### src/rtl/da_filter.sv
`default_nettype none
// ============================================================================
//  Module      : da_filter
//  Description : Registered Ethernet RX destination-address filter. Captures
//                the DA from the first PLS block of a frame, matches it
//                against a programmable unicast table, broadcast and
//                IPv4/IPv6 multicast prefixes, and holds the accept verdict
//                for the duration of the frame.
//  Options     : DA_FILTER_STATS_EN - enables saturating accept/drop counters
//                (ACCEPT_CNT/DROP_CNT tied to 0 otherwise).
//  Revision    : 1.0 - initial release
// ============================================================================
module da_filter #(
  parameter int DATA_W    = 64,
  parameter int NUM_UCAST = 4,
  parameter int IDX_W     = 4,
  parameter int CNT_W     = 32
) (
  input  logic              CLK,
  input  logic              RST_N,
  input  logic              FRAME_START,
  input  logic              FRAME_END,
  input  logic [DATA_W-1:0] PLS_DATA_IND,
  input  logic              PROMISC,
  input  logic              BCAST_EN,
  input  logic              MCAST_EN,
  input  logic              CFG_WR,
  input  logic [IDX_W-1:0]  CFG_IDX,
  input  logic [47:0]       CFG_ADDR,
  input  logic              CFG_ENTRY_EN,
  output logic              DA_VALID,
  output logic              DA_DONE,
  output logic [1:0]        DA_CLASS,
  output logic [IDX_W-1:0]  DA_MATCH_IDX,
  output logic [CNT_W-1:0]  ACCEPT_CNT,
  output logic [CNT_W-1:0]  DROP_CNT
);

  localparam logic [47:0] RST_ENTRY0   = 48'h00_00_00_11_11_11;
  localparam logic [24:0] MCAST4_PFX   = 25'b00000001_00000000_01011110_0;
  localparam logic [15:0] MCAST6_PFX   = 16'h3333;
  localparam logic [1:0]  CLASS_UCAST  = 2'd0;
  localparam logic [1:0]  CLASS_BCAST  = 2'd1;
  localparam logic [1:0]  CLASS_MCAST  = 2'd2;
  localparam logic [1:0]  CLASS_PROMS  = 2'd3;

  typedef enum logic [1:0] {
    S_IDLE     = 2'd0,
    S_DECIDE   = 2'd1,
    S_IN_FRAME = 2'd2
  } state_t;

  state_t             state_q;
  logic [47:0]        addr_q [NUM_UCAST];
  logic               en_q   [NUM_UCAST];
  logic               valid_q;
  logic               done_q;
  logic [1:0]         class_q;
  logic [IDX_W-1:0]   idx_q;

  logic [47:0]        da_d;
  logic               ucast_hit_d;
  logic [IDX_W-1:0]   ucast_idx_d;
  logic               bcast_hit_d;
  logic               mcast_hit_d;
  logic               accept_d;
  logic [1:0]         class_d;
  logic [IDX_W-1:0]   idx_d;

  assign da_d = PLS_DATA_IND[47:0];

  // Upper PLS bits carry payload only; they never take part in the match.
  generate
    if (DATA_W > 48) begin : g_unused_hi
      logic unused_hi;
      assign unused_hi = ^PLS_DATA_IND[DATA_W-1:48];
    end
  endgenerate

  // Unicast table: writes land at the clock edge, out-of-range indices drop.
  always_ff @(posedge CLK) begin
    if (!RST_N) begin
      for (int i = 0; i < NUM_UCAST; i++) begin
        addr_q[i] <= (i == 0) ? RST_ENTRY0 : 48'h0;
        en_q[i]   <= (i == 0);
      end
    end else if (CFG_WR) begin
      for (int i = 0; i < NUM_UCAST; i++) begin
        if (CFG_IDX == IDX_W'(i)) begin
          addr_q[i] <= CFG_ADDR;
          en_q[i]   <= CFG_ENTRY_EN;
        end
      end
    end
  end

  // Match the live DA against the current (pre-write) table and prefixes.
  always_comb begin
    ucast_hit_d = 1'b0;
    ucast_idx_d = '0;
    // Scan downward so the lowest matching index is the one left standing.
    for (int i = NUM_UCAST - 1; i >= 0; i--) begin
      if (en_q[i] && (addr_q[i] == da_d)) begin
        ucast_hit_d = 1'b1;
        ucast_idx_d = IDX_W'(i);
      end
    end
    bcast_hit_d = BCAST_EN && (&da_d);
    mcast_hit_d = MCAST_EN && ((da_d[47:23] == MCAST4_PFX) || (da_d[47:32] == MCAST6_PFX));

    accept_d = 1'b1;
    class_d  = CLASS_UCAST;
    idx_d    = '0;
    if (ucast_hit_d) begin
      idx_d = ucast_idx_d;
    end else if (bcast_hit_d) begin
      class_d = CLASS_BCAST;
    end else if (mcast_hit_d) begin
      class_d = CLASS_MCAST;
    end else if (PROMISC) begin
      class_d = CLASS_PROMS;
    end else begin
      accept_d = 1'b0;
    end
  end

  // Frame FSM with registered verdict outputs; FRAME_START always opens a new decision.
  always_ff @(posedge CLK) begin
    if (!RST_N) begin
      state_q <= S_IDLE;
      done_q  <= 1'b0;
      valid_q <= 1'b0;
      class_q <= 2'd0;
      idx_q   <= '0;
    end else begin
      done_q <= FRAME_START;
      if (FRAME_START) begin
        state_q <= S_DECIDE;
        valid_q <= accept_d;
        class_q <= accept_d ? class_d : 2'd0;
        idx_q   <= accept_d ? idx_d   : '0;
      end else begin
        case (state_q)
          S_DECIDE: begin
            // A dropped frame or a one-block frame goes straight back to idle.
            if (valid_q && !FRAME_END) begin
              state_q <= S_IN_FRAME;
            end else begin
              state_q <= S_IDLE;
              valid_q <= 1'b0;
            end
          end
          S_IN_FRAME: begin
            if (FRAME_END) begin
              state_q <= S_IDLE;
              valid_q <= 1'b0;
            end
          end
          default: begin
            state_q <= S_IDLE;
            valid_q <= 1'b0;
          end
        endcase
      end
    end
  end

  assign DA_VALID     = valid_q;
  assign DA_DONE      = done_q;
  assign DA_CLASS     = class_q;
  assign DA_MATCH_IDX = idx_q;

`ifdef DA_FILTER_STATS_EN
  logic [CNT_W-1:0] acc_cnt_q;
  logic [CNT_W-1:0] drop_cnt_q;

  // Saturating verdict counters, advanced once per decision.
  always_ff @(posedge CLK) begin
    if (!RST_N) begin
      acc_cnt_q  <= '0;
      drop_cnt_q <= '0;
    end else if (done_q) begin
      if (valid_q) begin
        if (~&acc_cnt_q) acc_cnt_q <= acc_cnt_q + CNT_W'(1);
      end else begin
        if (~&drop_cnt_q) drop_cnt_q <= drop_cnt_q + CNT_W'(1);
      end
    end
  end

  assign ACCEPT_CNT = acc_cnt_q;
  assign DROP_CNT   = drop_cnt_q;
`else
  assign ACCEPT_CNT = '0;
  assign DROP_CNT   = '0;
`endif

endmodule
`default_nettype wire

### config.mk
export PLATFORM = sky130hd
export DESIGN_NAME = da_filter
export DESIGN_NICKNAME = d
export VERILOG_FILES = /design/src/rtl/da_filter.sv
export SDC_FILE = /design/constraint.sdc
export NUM_CORES = 1
export LEC_CHECK = 0
export CORE_MARGIN = 1
export CORE_UTILIZATION = 53
export DETAILED_ROUTE_END_ITERATION = 16
export PLACE_DENSITY = 0.81
export SYNTH_ARGS = -nofsm -noshare
export SYNTH_HDL_FRONTEND = slang
export SYNTH_SLANG_ARGS = --single-unit
### constraint.sdc
create_clock -name CLK -period 7.1 [get_ports CLK]
set_input_delay 2.13 -clock CLK [delete_from_list [all_inputs] [get_ports CLK]]
set_output_delay 2.13 -clock CLK [all_outputs]
set_load 0.02 [all_outputs]
**Word-level counts from Yosys, hierarchy flattened**

Memories as Yosys holds them, arrays and structs flattened.
Index checks and enable logic that the tools add are counted.

- Multiplexer cells: 52
- Bitwise logic cells: 9
- Equality and inequality tests: 14
- Reduce and logical (&&, ||, !) cells: 13

Operators by type and width:

| kind | count |
|---|---|
| $eq A48 B48 Y1 | 4 |
| $mux W48 | 4 |
| $reduce_and A48 Y1 | 1 |
| $mux W1 | 33 |
| $eq A25 B18 Y1 const B | 1 |
| $mux W4 | 5 |
| $eq A16 B14 Y1 const B | 1 |
| $mux W2 | 8 |
| $eq A4 B2 Y1 const B | 2 |
| $or A1 B1 Y1 | 8 |
| $logic_and A1 B1 Y1 | 7 |
| $ne A3 B3 Y1 const B | 2 |
| $eq A4 B1 Y1 const B | 1 |
| $logic_not A4 Y1 | 1 |
| $pmux W2 S2 | 1 |
| $eq A2 B1 Y1 const B | 1 |
| $eq A2 B2 Y1 const B | 1 |
| $ne A2 B2 Y1 const B | 1 |
| $pmux W1 S2 | 1 |
| $reduce_and A2 Y1 | 1 |
| $reduce_or A2 Y1 | 1 |
| $logic_not A1 Y1 | 1 |
| $logic_or A1 B1 Y1 | 1 |
| $not A1 Y1 | 1 |

- Logic and storage cells: 96
- Bits in registers: 10
- Bits in writable memories: 196
- Output and inout port bits: 72
- Memories kept: 2

Memory list:

| memory | words | width | rd ports | clocked after Yosys merged registers in | wr ports | RTL line | RTL |
|---|---|---|---|---|---|---|---|
| addr_q | 4 | 48 | 4 | 0 | 4 | 54 | `logic [47:0] addr_q [NUM_UCAST];` |
| en_q | 4 | 1 | 4 | 0 | 4 | 55 | `logic en_q [NUM_UCAST];` |

**Longest topological paths before layout**

Gate-level depths: netlist (run 1).
An unclocked memory read counts as a cell.

- Word-level depth: 9
- Gate-level depth with buffers: 8
- Gate-level depth less buffers: 7

**Least setup slack after synthesis (run 1)**

No wires, ideal clock.

- Path type: input to register
- Start: input CFG_IDX[3]
- End: memory addr_q[0][0], enable pin
- Setup slack: 0.567 ns
- Path buffers: 0
- Arrival: 6.004 ns
- Data required time: 6.570 ns
- Stages on the path: 3
- Path through: nor2_1 -> nand2_1 -> o31ai_1

RTL lines:

| item | RTL line | RTL |
|---|---|---|
| start, declared | 28 | `input logic [IDX_W-1:0] CFG_IDX,` |
| end, declared | 54 |  |

**Worst setup path in the final report (run 1)**

- Start: input PLS_DATA_IND[17]
- End: register class_q[0], in the netlist DA_CLASS[0]

- Word-level cells in the longest chain between the ends: 8
- Elaborated cells between the ends (all ways): 19
- Classes of those cells: eq/ne (4); mux (9); reduce/logical (6)

RTL lines:

| item | RTL line | RTL |
|---|---|---|
| start, declared | 23 | `input logic [DATA_W-1:0] PLS_DATA_IND,` |
| $eq A48 B48 Y1 | 103 | `if (en_q[i] && (addr_q[i] == da_d)) begin` |
| $logic_and A1 B1 Y1 | 103 |  |
| $mux W1 (4 in series) | 103 |  |
| $mux W2 / $mux W1 (equally long branches) | 114 | `if (ucast_hit_d) begin` |
| $mux W2 * | 140 | `class_q <= accept_d ? class_d : 2'd0;` |
| end signal, assigned | 140 |  |
| end, declared | 58 | `logic [1:0] class_q;` |

Every way passes the cells marked *; elsewhere a longest branch is shown, timed or not.
A chain may end at the register's enable or synchronous reset.

==> out/qor.yml, run 1 <==
outcome: "complete, no violations"
intPower_uw: 2150
async_reset_ff_share_pct: 0
combPwrFrac_pct: 12.0
max_slew_margin_pct: 32.6
gp_congestion: 0.971
end_kind: "flop"
p_sw_uw: 699
drc: 0
critPathBufInv: 1
portBuffers: 114
cts_tree: "built"
dp.cells: 1215
drive_above_1_share_pct: 5.06
vias: 6875
final_cell_mix: "194 x edfxtp_1, 187 x and2_1, 114 x clkdlybuf4s50_1"
wl_per_cell_um: 22.7
post_cts_resized: 0
nets: 1099
synthDistinctLibCells: 40
utilization_pct: 63.3
synth_cells: 895
antenna_found_initial: 0
crit_fanout: 6
crit_type: "in -> reg"
p_leak_uw: 0.00441
rsz0062_at_grt: "no"
cp-start-kind: "input port"
synth-edff-count: 194
p_seq_share_pct: 49.9
crit_family: "simple AND/OR/NAND/NOR gates"
grt_max_degree: 50
setup.worst_path.start: "PLS_DATA_IND[17]"
final_cell_area_sq_mm: 0.0124
r2r-start: "addr_q[1][45]"
dpl.hpwl_mm: 20.1
via_per_inst: 5.48
pre_cts_slack_ns: 2.19
ctsHoldBuffers: 0
postCtsSetupRepairBufs: 0
hold_viol: 0
yosysSeqAreaShare_pct: 56.4
crit_chain: "clkdlybuf4s50_1 -> xor2_1 -> nor4_1 -> nand4_1 -> nor3_1 -> or2_2 -> o41ai_2"
core_region_area_sq_mm: 0.0196
final_common_cell: "edfxtp_1"
drv_slew: 0
cpMaxStageDelayCell: "clkdlybuf4s50_1"
numCtsBuffers: 22
synth-warning-count: 0
synth_flop_cell: "edfxtp_1"
post-route-min-period_ns: 4.59
cts-root-buf: "clkbuf_16"
initial_core_util_pct: 54.5
die_h_um: 144
cts_buffer_depth: 3
insertion_delay_ns: 0.51
first_iter_violations: 701
dieArea_sq_mm: 0.0207
grt_pass1_wl_mm: 41.2
postLayoutSetupSlackWorst_ns: 2.51
ios: 197
pwr-share-clk_pct: 38.1
required_ns: 7.48
clock-sinks: 204
critPathMaxStageDelay_ns: 0.70
ant_nets: 0
fin_crit_sh_pct: 64.6
rows: 51
overflow: 0
swShare_pct: 24.6
insertedDiodeCount: 0
arrival_ns: 4.97
hold_class: "reg -> reg"
syn_area_sq_mm: 0.0107
maxCapViolations: 0
avgSynthCellArea_sq_um: 11.9
layoutNonFillerInstCount: 1254
worstHoldStart: "en_q[2]"
n_fill_cell: 1487
worst_pin_slew_ns: 1.01
syn_to_final_growth_pct: 16.1
fin_tns_setup_ns: 0
setup_viol: 0
timing.fmax_mhz: 218
wl_mm: 28.4
synth-seq-cells: 204
p_per_area_mw_per_mm2: 230
clk_pin_slew_ns: 0.06
ir_worst_vdd_uv: 195
dr.pass1.iters: 5
grt_usage_pct: 28.4
grt_pass1_vias: 6663
die_width_um: 144
cts_max_level: 1
clock_skew_ns: 0.00676
post_dp_cell_area_sq_mm: 0.0117
[flip-flops by register name, summed over array words and instances (netlist names)]
signal and cells:
addr_q 192, DA_CLASS 2, en_q 4, DA_DONE 1, state_q 2, DA_MATCH_IDX 2, DA_VALID 1
[power groups by stage]
stage / sequential (uW) / clock, uW / combinational [uW]
2_1_floorplan: 1450 / 0 / 215
3_3_place_gp: 1440 / 0 / 335
3_5_place_dp: 1450 / 0 / 336
4_1_cts: 1420 / 1080 / 339
5_1_grt: 1430 / 1130 / 362
6_report: 1420 / 1080 / 342
[layout make-up]
| cell class | instances | area (sq um) | area share [%] |
|---|---|---|---|
| sequential | 204 | 6030 | 48.6 |
| multi-input combinational | 605 | 4100 | 33.1 |
| timing repair buffer | 122 | 1200 | 9.69 |
| clock buffer | 29 | 598 | 4.83 |
| tap | 265 | 332 | 2.68 |
| inverter | 19 | 71.3 | 0.575 |
| clock inverter | 10 | 70.1 | 0.565 |
[worst register-to-register path, delay by kind of cell, from the launching register on]
family	cells	cell delay (ns)
xor gates and xnor gates	1	0.18
DFF	1	0.39
and+or+nand+nor	4	1.78
AOI/OAI and AO/OA	1	0.08
[final timing paths]
kind | to | slack [ns] | cells past startpoint
worst min-delay path | en_q[2] | 0.48 | 2
worst max-delay path | DA_CLASS[0] | 2.51 | 7
worst min register to register | en_q[2] | 0.48 | 2
worst max register to register | DA_CLASS[0] | 4.55 | 6
[metal layers]
| layer | part of all wire, % | global-route usage, % | wire (um) | vias to the layer above |
|---|---|---|---|---|
| met2 | 48 | 46.2 | 13500 | 381 |
| met1 | 38 | 37.0 | 10900 | 3351 |
| met3 | 10 | 6.23 | 2900 | 64 |
| met4 | 3.8 | 11.3 | 1080 | 0 |
| met5 | 0 | 0 | 0 | - |
| li1 | - | - | - | 3079 |
[synthesized netlist by cell type (3+ instances only)]
| cell type | n | area [sq um] |
|---|---|---|
| dfxtp_1 | 10 | 200 |
| edfxtp_1 | 194 | 5830 |
| a2111oi_0 | 3 | 26.3 |
| nand4_1 | 36 | 225 |
| inv_1 | 19 | 71.3 |
| nor2b_1 | 8 | 50.1 |
| o21ai_0 | 7 | 35.0 |
| nor3_1 | 9 | 45.0 |
| nor2_1 | 10 | 37.5 |
| o31ai_1 | 3 | 22.5 |
| xnor2_1 | 82 | 718 |
| buf_2 | 7 | 35.0 |
| clkbuf_1 | 53 | 199 |
| nand2b_1 | 28 | 175 |
| buf_6 | 4 | 45.0 |
| and2_1 | 187 | 1170 |
| nor4_1 | 29 | 181 |
| or2_2 | 3 | 18.8 |
| xor2_1 | 86 | 753 |
| buf_4 | 68 | 510 |
| a22o_1 | 3 | 26.3 |
| nand3_1 | 13 | 65.1 |
| nand2_1 | 8 | 30.0 |
| a21oi_1 | 3 | 15.0 |
| o2111ai_1 | 6 | 52.6 |
[kinds of logic (layout without fill, tap and decap cells)]
family | Yosys count | in the layout | synth area share, %
buffers and inverters | 151 | 180 | 8.06
other | 1 | 66 | 0.0351
AND/OR/NAND/NOR | 336 | 336 | 19.2
flip-flops | 204 | 204 | 56.4
XOR/XNOR | 168 | 168 | 13.8
AO/OA/AOI/OAI | 35 | 35 | 2.54
[stage by stage]
| step | hold WS (ns) | power (uW) |
|---|---|---|
| 2_1_floorplan | 0.445 | 1660 |
| 3_3_place_gp | 0.464 | 1780 |
| 3_5_place_dp | 0.470 | 1780 |
| 4_1_cts | 0.479 | 2840 |
| 5_1_grt | 0.505 | 2920 |
| 6_report | 0.482 | 2850 |
Power figures use the tool's default switching activity.
==> run 2, diff against run 1 <==
- clock period: 7.1 -> 4.65 ns (I/O delays scaled with it)
==> run 2 against run 1 <==
Against the previous run:
- sequential share of layout area decreased by 0.46 points
- clock skew increased by 0.00092 ns
- largest power group unchanged
- cell count increased by 1.2%
- clock power increased by 56%
==> out/qor.yml, run 2 (synthesized netlist as in run 1, its figures left out) <==
pwr-share-clk_pct: 38.3  # was 38.1%
die_width_um: 144  # unchanged
dpl.hpwl_mm: 20.3  # was 20.1 mm
cp-start-kind: "input port"  # unchanged
arrival_ns: 4.04  # was 4.97 ns
post_cts_resized: 0  # unchanged
drc: 0  # unchanged
top_register: "addr_q"  # unchanged
max_slew_margin_pct: 46.6  # was 32.6%
cpMaxStageDelayCell: "nor4_1"  # was clkdlybuf4s50_1
worst_pin_slew_ns: 0.801  # was 1.01 ns
utilization_pct: 63.9  # was 63.3%
p_total_uw: 4380  # was 2850 uW
insertedDiodeCount: 0  # unchanged
ant_nets: 0  # unchanged
portBuffers: 114  # unchanged
combPwrFrac_pct: 12.2  # was 12.0%
grt_pass1_vias: 6870  # was 6663
crit_fanout: 6  # unchanged
insertion_delay_ns: 0.50  # was 0.51 ns
grt_usage_pct: 28.6  # was 28.4%
crit_chain: "clkdlybuf4s50_1 -> xor2_1 -> nor4_1 -> nand3_1 -> nor4_2 -> nor2_1 -> a32o_1"  # was clkdlybuf4s50_1 -> xor2_1 -> nor4_1 -> nand4_1 -> nor3_1 -> or2_2 -> o41ai_2
required_ns: 5.04  # was 7.48 ns
final_cell_area_sq_mm: 0.0125  # was 0.0124 sq mm
fin_crit_sh_pct: 78.6
drive_above_1_share_pct: 6.27  # was 5.06%
vias: 6935  # was 6875
timing.fmax_mhz: 274
gp_congestion: 0.924  # was 0.971
clk_pin_slew_ns: 0.06  # about the same
dieArea_sq_mm: 0.0207  # unchanged
first_iter_violations: 762  # was 701
final_common_cell: "edfxtp_1"  # unchanged
ctsHoldBuffers: 0  # unchanged
clock_skew_ns: 0.00768  # was 0.00676 ns
grt_max_degree: 50  # unchanged
wl_per_cell_um: 22.4  # was 22.7 um
cts_buffer_depth: 3  # unchanged
hold_class: "reg -> reg"  # unchanged
wl_mm: 28.5  # was 28.4 mm
critPathMaxStageDelay_ns: 0.69  # was 0.70 ns
cts-root-buf: "clkbuf_16"  # unchanged
postCtsSetupRepairBufs: 0  # unchanged
syn_to_final_growth_pct: 17.2  # was 16.1%
reg_top3: "addr_q x192, en_q x4"  # unchanged
swShare_pct: 24.3  # was 24.6%
cts_tree: "built"  # unchanged
whs_ns: 0.476  # was 0.482 ns
dr.pass1.iters: 5  # unchanged
rows: 51  # unchanged
grt_pass1_wl_mm: 41.8  # was 41.2 mm
p_leak_uw: 0.00447  # was 0.00441 uW
nets: 1113  # was 1099
core_region_area_sq_mm: 0.0196  # unchanged
ios: 197  # unchanged
p_sw_uw: 1070  # was 699 uW
cts_max_level: 1  # unchanged
final_cell_mix: "194 x edfxtp_1, 187 x and2_1, 114 x clkdlybuf4s50_1"  # unchanged
initial_core_util_pct: 54.5  # unchanged
intPower_uw: 3310  # was 2150 uW
outcome: "complete, no violations"  # unchanged
setup_viol: 0  # unchanged
crit_type: "in -> reg"  # unchanged
p_seq_share_pct: 49.5  # was 49.9%
rsz0062_at_grt: "no"  # unchanged
clock-sinks: 204  # unchanged
drv_slew: 0  # unchanged
numCtsBuffers: 23  # was 22
post-route-min-period_ns: 3.65
hold_viol: 0  # unchanged
fin_tns_setup_ns: 0  # unchanged
p_per_area_mw_per_mm2: 350  # was 230 mW/mm^2
end_kind: "flop"  # unchanged
post_dp_cell_area_sq_mm: 0.0118  # was 0.0117 sq mm
maxCapViolations: 0  # unchanged
antenna_found_initial: 0  # unchanged
die_h_um: 144  # unchanged
ir_worst_vdd_uv: 250  # was 195 uV
overflow: 0  # unchanged
via_per_inst: 5.46  # was 5.48
largest_register_ffs: 192  # unchanged
run 2: cell types whose count changed in the layout (fill, tap and decap cells not counted):
cell,previous run,this run
clkinv_1,4,0
clkbuf_1,6,12
bufinv_16,1,0
buf_4,8,21
inv_6,0,1
clkbuf_8,0,4
clkinv_2,5,1
run 2: worst paths after layout:
kind	start	to	slack, ns	cells past startpoint
min reg2reg	en_q[2]	en_q[2]	0.48	2
min	en_q[2]	en_q[2]	0.48	2
max reg2reg	addr_q[1][17]	DA_MATCH_IDX[1]	2.29	6
max	PLS_DATA_IND[23]	DA_MATCH_IDX[1]	1.0	7
run 2: critical path: cells and delay by family:
family          cells  cell delay, ns
simple gates        4            1.44
compound gates      1            0.23
xor+xnor            1            0.29
buf+inv             1            0.68
run 2: final cells by class:
cell class | count | area, sq um
sequential | 204 | 6030
tap | 265 | 332
inverter | 19 | 71.3
clock buffer | 39 | 676
clock inverter | 2 | 13.8
timing repair buffer | 135 | 1300
multi-input combinational | 605 | 4100
fill | 1550 | 7080
run 2: routing by layer:
layer	vias up	GRT usage, %	routed length (um)
li1	3120	-	-
met5	-	0	0
met2	392	45.2	13300
met3	69	6.53	3070
met4	0	12.2	1210
met1	3354	37.7	10900
run 2: through the flow:
step                cells  setup WS (ns)
floorplan             960         -0.953
global placement     1228          0.610
detailed placement   1228          0.559
CTS                  1269           1.07
global route         1269          0.885
finish               1269          0.997
run 2: power groups by stage:
stage	Sequential (uW)	Clock, uW	Combinational, uW
after global placement	2200	0	523
final	2170	1680	533
after CTS	2170	1690	530
after detailed placement	2210	0	525
after floorplan	2200	0	329
after global routing	2180	1760	567
==> run 3, diff against run 2 <==
- CORE_UTILIZATION: 53 -> 48
- PLACE_DENSITY: 0.81 -> 0.77
- clock period: 4.65 -> 3.2 ns (I/O delays scaled with it)
==> run 3 against run 2 <==
Against the previous run:
- power rose by 46%
- clock skew rose by 0.0024 ns
- global-route usage fell by 1.7 points
- via count grew 4.2%
- non-clock buffer count is 80 higher
- sequential share of layout area decreased by 2.5 points
- clock power grew 39%
- count of clock-buffer cells in the layout fell by 6
- setup slack got worse by 0.77 ns
- cell count up 7.3%
- core utilization shrank 3.4 points
- critical path type unchanged
- critical endpoint is now DA_CLASS[0]
- largest cell class unchanged
- largest power group unchanged
==> out/qor.yml, run 3 (synthesized netlist as in run 1, its figures left out) <==
postLayoutSetupSlackWorst_ns: 0.227  # was 0.997 ns
dr.pass1.iters: 5  # unchanged
wl_mm: 29.7  # was 28.5 mm
vias: 7225  # was 6935
antenna_found_initial: 0  # unchanged
nets: 1192  # was 1113
ios: 197  # unchanged
whs_ns: 0.482  # was 0.476 ns
clock_skew_ns: 0.0101  # was 0.00768 ns
post_dp_cell_area_sq_mm: 0.0125  # was 0.0118 sq mm
cts_buffer_depth: 3  # unchanged
p_seq_share_pct: 49.4  # was 49.5%
hold_viol: 0  # unchanged
arrival_ns: 3.38  # was 4.04 ns
largest_register_ffs: 192  # unchanged
rsz0062_at_grt: "no"  # unchanged
syn_to_final_growth_pct: 23.5  # was 17.2%
intPower_uw: 4800  # was 3310 uW
die_h_um: 151  # was 144 um
grt_usage_pct: 26.9  # was 28.6%
required_ns: 3.61  # was 5.04 ns
die_width_um: 151  # was 144 um
ctsHoldBuffers: 0  # unchanged
fin_tns_setup_ns: 0  # unchanged
p_per_area_mw_per_mm2: 483  # was 350 mW/mm^2
wl_per_cell_um: 21.8  # was 22.4 um
grt_pass1_wl_mm: 43.3  # was 41.8 mm
cts_max_level: 1  # unchanged
drv_slew: 0  # unchanged
core_region_area_sq_mm: 0.0218  # was 0.0196 sq mm
p_total_uw: 6370  # was 4380 uW
rows: 54  # was 51
drive_above_1_share_pct: 12.9  # was 6.27%
setup_viol: 0  # unchanged
post-route-min-period_ns: 2.97
cpMostUsedCell: "nand4_1"
numCtsBuffers: 22  # was 23
n_fill_cell: 1754  # was 1550
outcome: "complete, no violations"  # unchanged
first_iter_violations: 744  # was 762
crit_fanout: 2  # was 6
final_cell_area_sq_mm: 0.0132  # was 0.0125 sq mm
ant_nets: 0  # unchanged
insertion_delay_ns: 0.51  # was 0.50 ns
via_per_inst: 5.30  # was 5.46
final_common_cell: "edfxtp_1"  # unchanged
insertedDiodeCount: 0  # unchanged
hold_class: "reg -> reg"  # unchanged
clock-sinks: 204  # unchanged
cts-root-buf: "clkbuf_16"  # unchanged
crit_chain: "clkdlybuf4s50_1 -> nand4_1 -> or4_1 -> nor4_1 -> buf_4 -> nand4_1 -> o21a_1 -> o41ai_2"  # was clkdlybuf4s50_1 -> xor2_1 -> nor4_1 -> nand3_1 -> nor4_2 -> nor2_1 -> a32o_1
p_sw_uw: 1570  # was 1070 uW
clk_pin_slew_ns: 0.06  # about the same
fin_crit_sh_pct: 92.9
end_kind: "flop"  # unchanged
critPathMaxStageDelay_ns: 0.60  # was 0.69 ns
grt_max_degree: 50  # unchanged
ir_worst_vdd_uv: 360  # was 250 uV
p_leak_uw: 0.00488  # was 0.00447 uW
crit_type: "in -> reg"  # unchanged
dpl.hpwl_mm: 21.4  # was 20.3 mm
initial_core_util_pct: 48.9  # was 54.5%
pwr-share-clk_pct: 36.7  # was 38.3%
cpMaxStageDelayCell: "clkdlybuf4s50_1"  # was nor4_1
gp_congestion: 0.981  # was 0.924
dieArea_sq_mm: 0.0228  # was 0.0207 sq mm
grt_pass1_vias: 6888  # was 6870
swShare_pct: 24.6  # was 24.3%
final_cell_mix: "194 x edfxtp_1, 187 x and2_1, 114 x clkdlybuf4s50_1"  # unchanged
cts_tree: "built"  # unchanged
overflow: 0  # unchanged
cp-start-kind: "input port"  # unchanged
drc: 0  # unchanged
reg_top3: "addr_q x192, en_q x4"  # unchanged
top_register: "addr_q"  # unchanged
timing.fmax_mhz: 336
min_path_cells: 2  # unchanged
maxCapViolations: 0  # unchanged
portBuffers: 114  # unchanged
postCtsSetupRepairBufs: 0  # unchanged
pre_cts_slack_ns: -0.254  # was 0.559 ns
post_cts_resized: 0  # unchanged
rr_worst_depth: 9  # was 6
combPwrFrac_pct: 13.8  # was 12.2%
==> run 3: cell types whose count changed in the layout (fill, tap and decap cells not counted) <==
cell,before,now
clkbuf_8,4,1
buf_4,21,93
clkinv_1,0,4
inv_6,1,0
clkbuf_1,12,9
clkinv_2,1,2
buf_12,0,8
==> run 3: final cells by class <==
cell class | count | area (sq um) | share of cell area, %
Clock buffer | 33 | 623 | 4.72
Clock inverter | 6 | 25.0 | 0.190
Inverter | 19 | 71.3 | 0.541
Multi-Input combinational cell | 605 | 4100 | 31.1
Sequential cell | 204 | 6030 | 45.7
Tap cell | 280 | 350 | 2.66
Timing Repair Buffer | 215 | 2000 | 15.2
==> run 3: power by group through the flow <==
stage	logic (uW)	clock network [uW]	registers (uW)
floorplan	479	0	3200
global placement	871	0	3200
detailed placement	873	0	3210
CTS	878	2370	3150
global route	934	2460	3170
finish	883	2340	3150
==> run 3: worst max-delay path, delay by kind of cell <==
kind            cells  cell delay [ns]
simple gates        4             1.19
compound gates      2             0.47
buf+inv             2             0.76
==> run 3: routing by layer <==
layer	wire length, um	vias to the layer above	global-route usage (%)	part of all wire (%)
met4	1170	0	10.4	3.9
met1	12200	3527	37.4	41
met5	0	-	0	0
met3	2450	58	3.16	8.3
li1	-	3267	-	-
met2	13900	373	43.2	47
==> run 3: final timing paths <==
check	start	to	slack (ns)
hold reg to reg	DA_MATCH_IDX[0]	DA_MATCH_IDX[0]	0.48
hold / removal	DA_MATCH_IDX[0]	DA_MATCH_IDX[0]	0.48
setup reg to reg	addr_q[0][5]	DA_MATCH_IDX[1]	1.09
setup / recovery	PLS_DATA_IND[8]	DA_CLASS[0]	0.23
==> run 3: through the flow <==
| step | instances | utilization, % |
|---|---|---|
| after global routing | 1362 | 60.4 |
| final | 1362 | 60.4 |
| after detailed placement | 1323 | 57.5 |
| after global placement | 1323 | 57.5 |
| after floorplan | 960 | - |
| after CTS | 1362 | 60.4 |
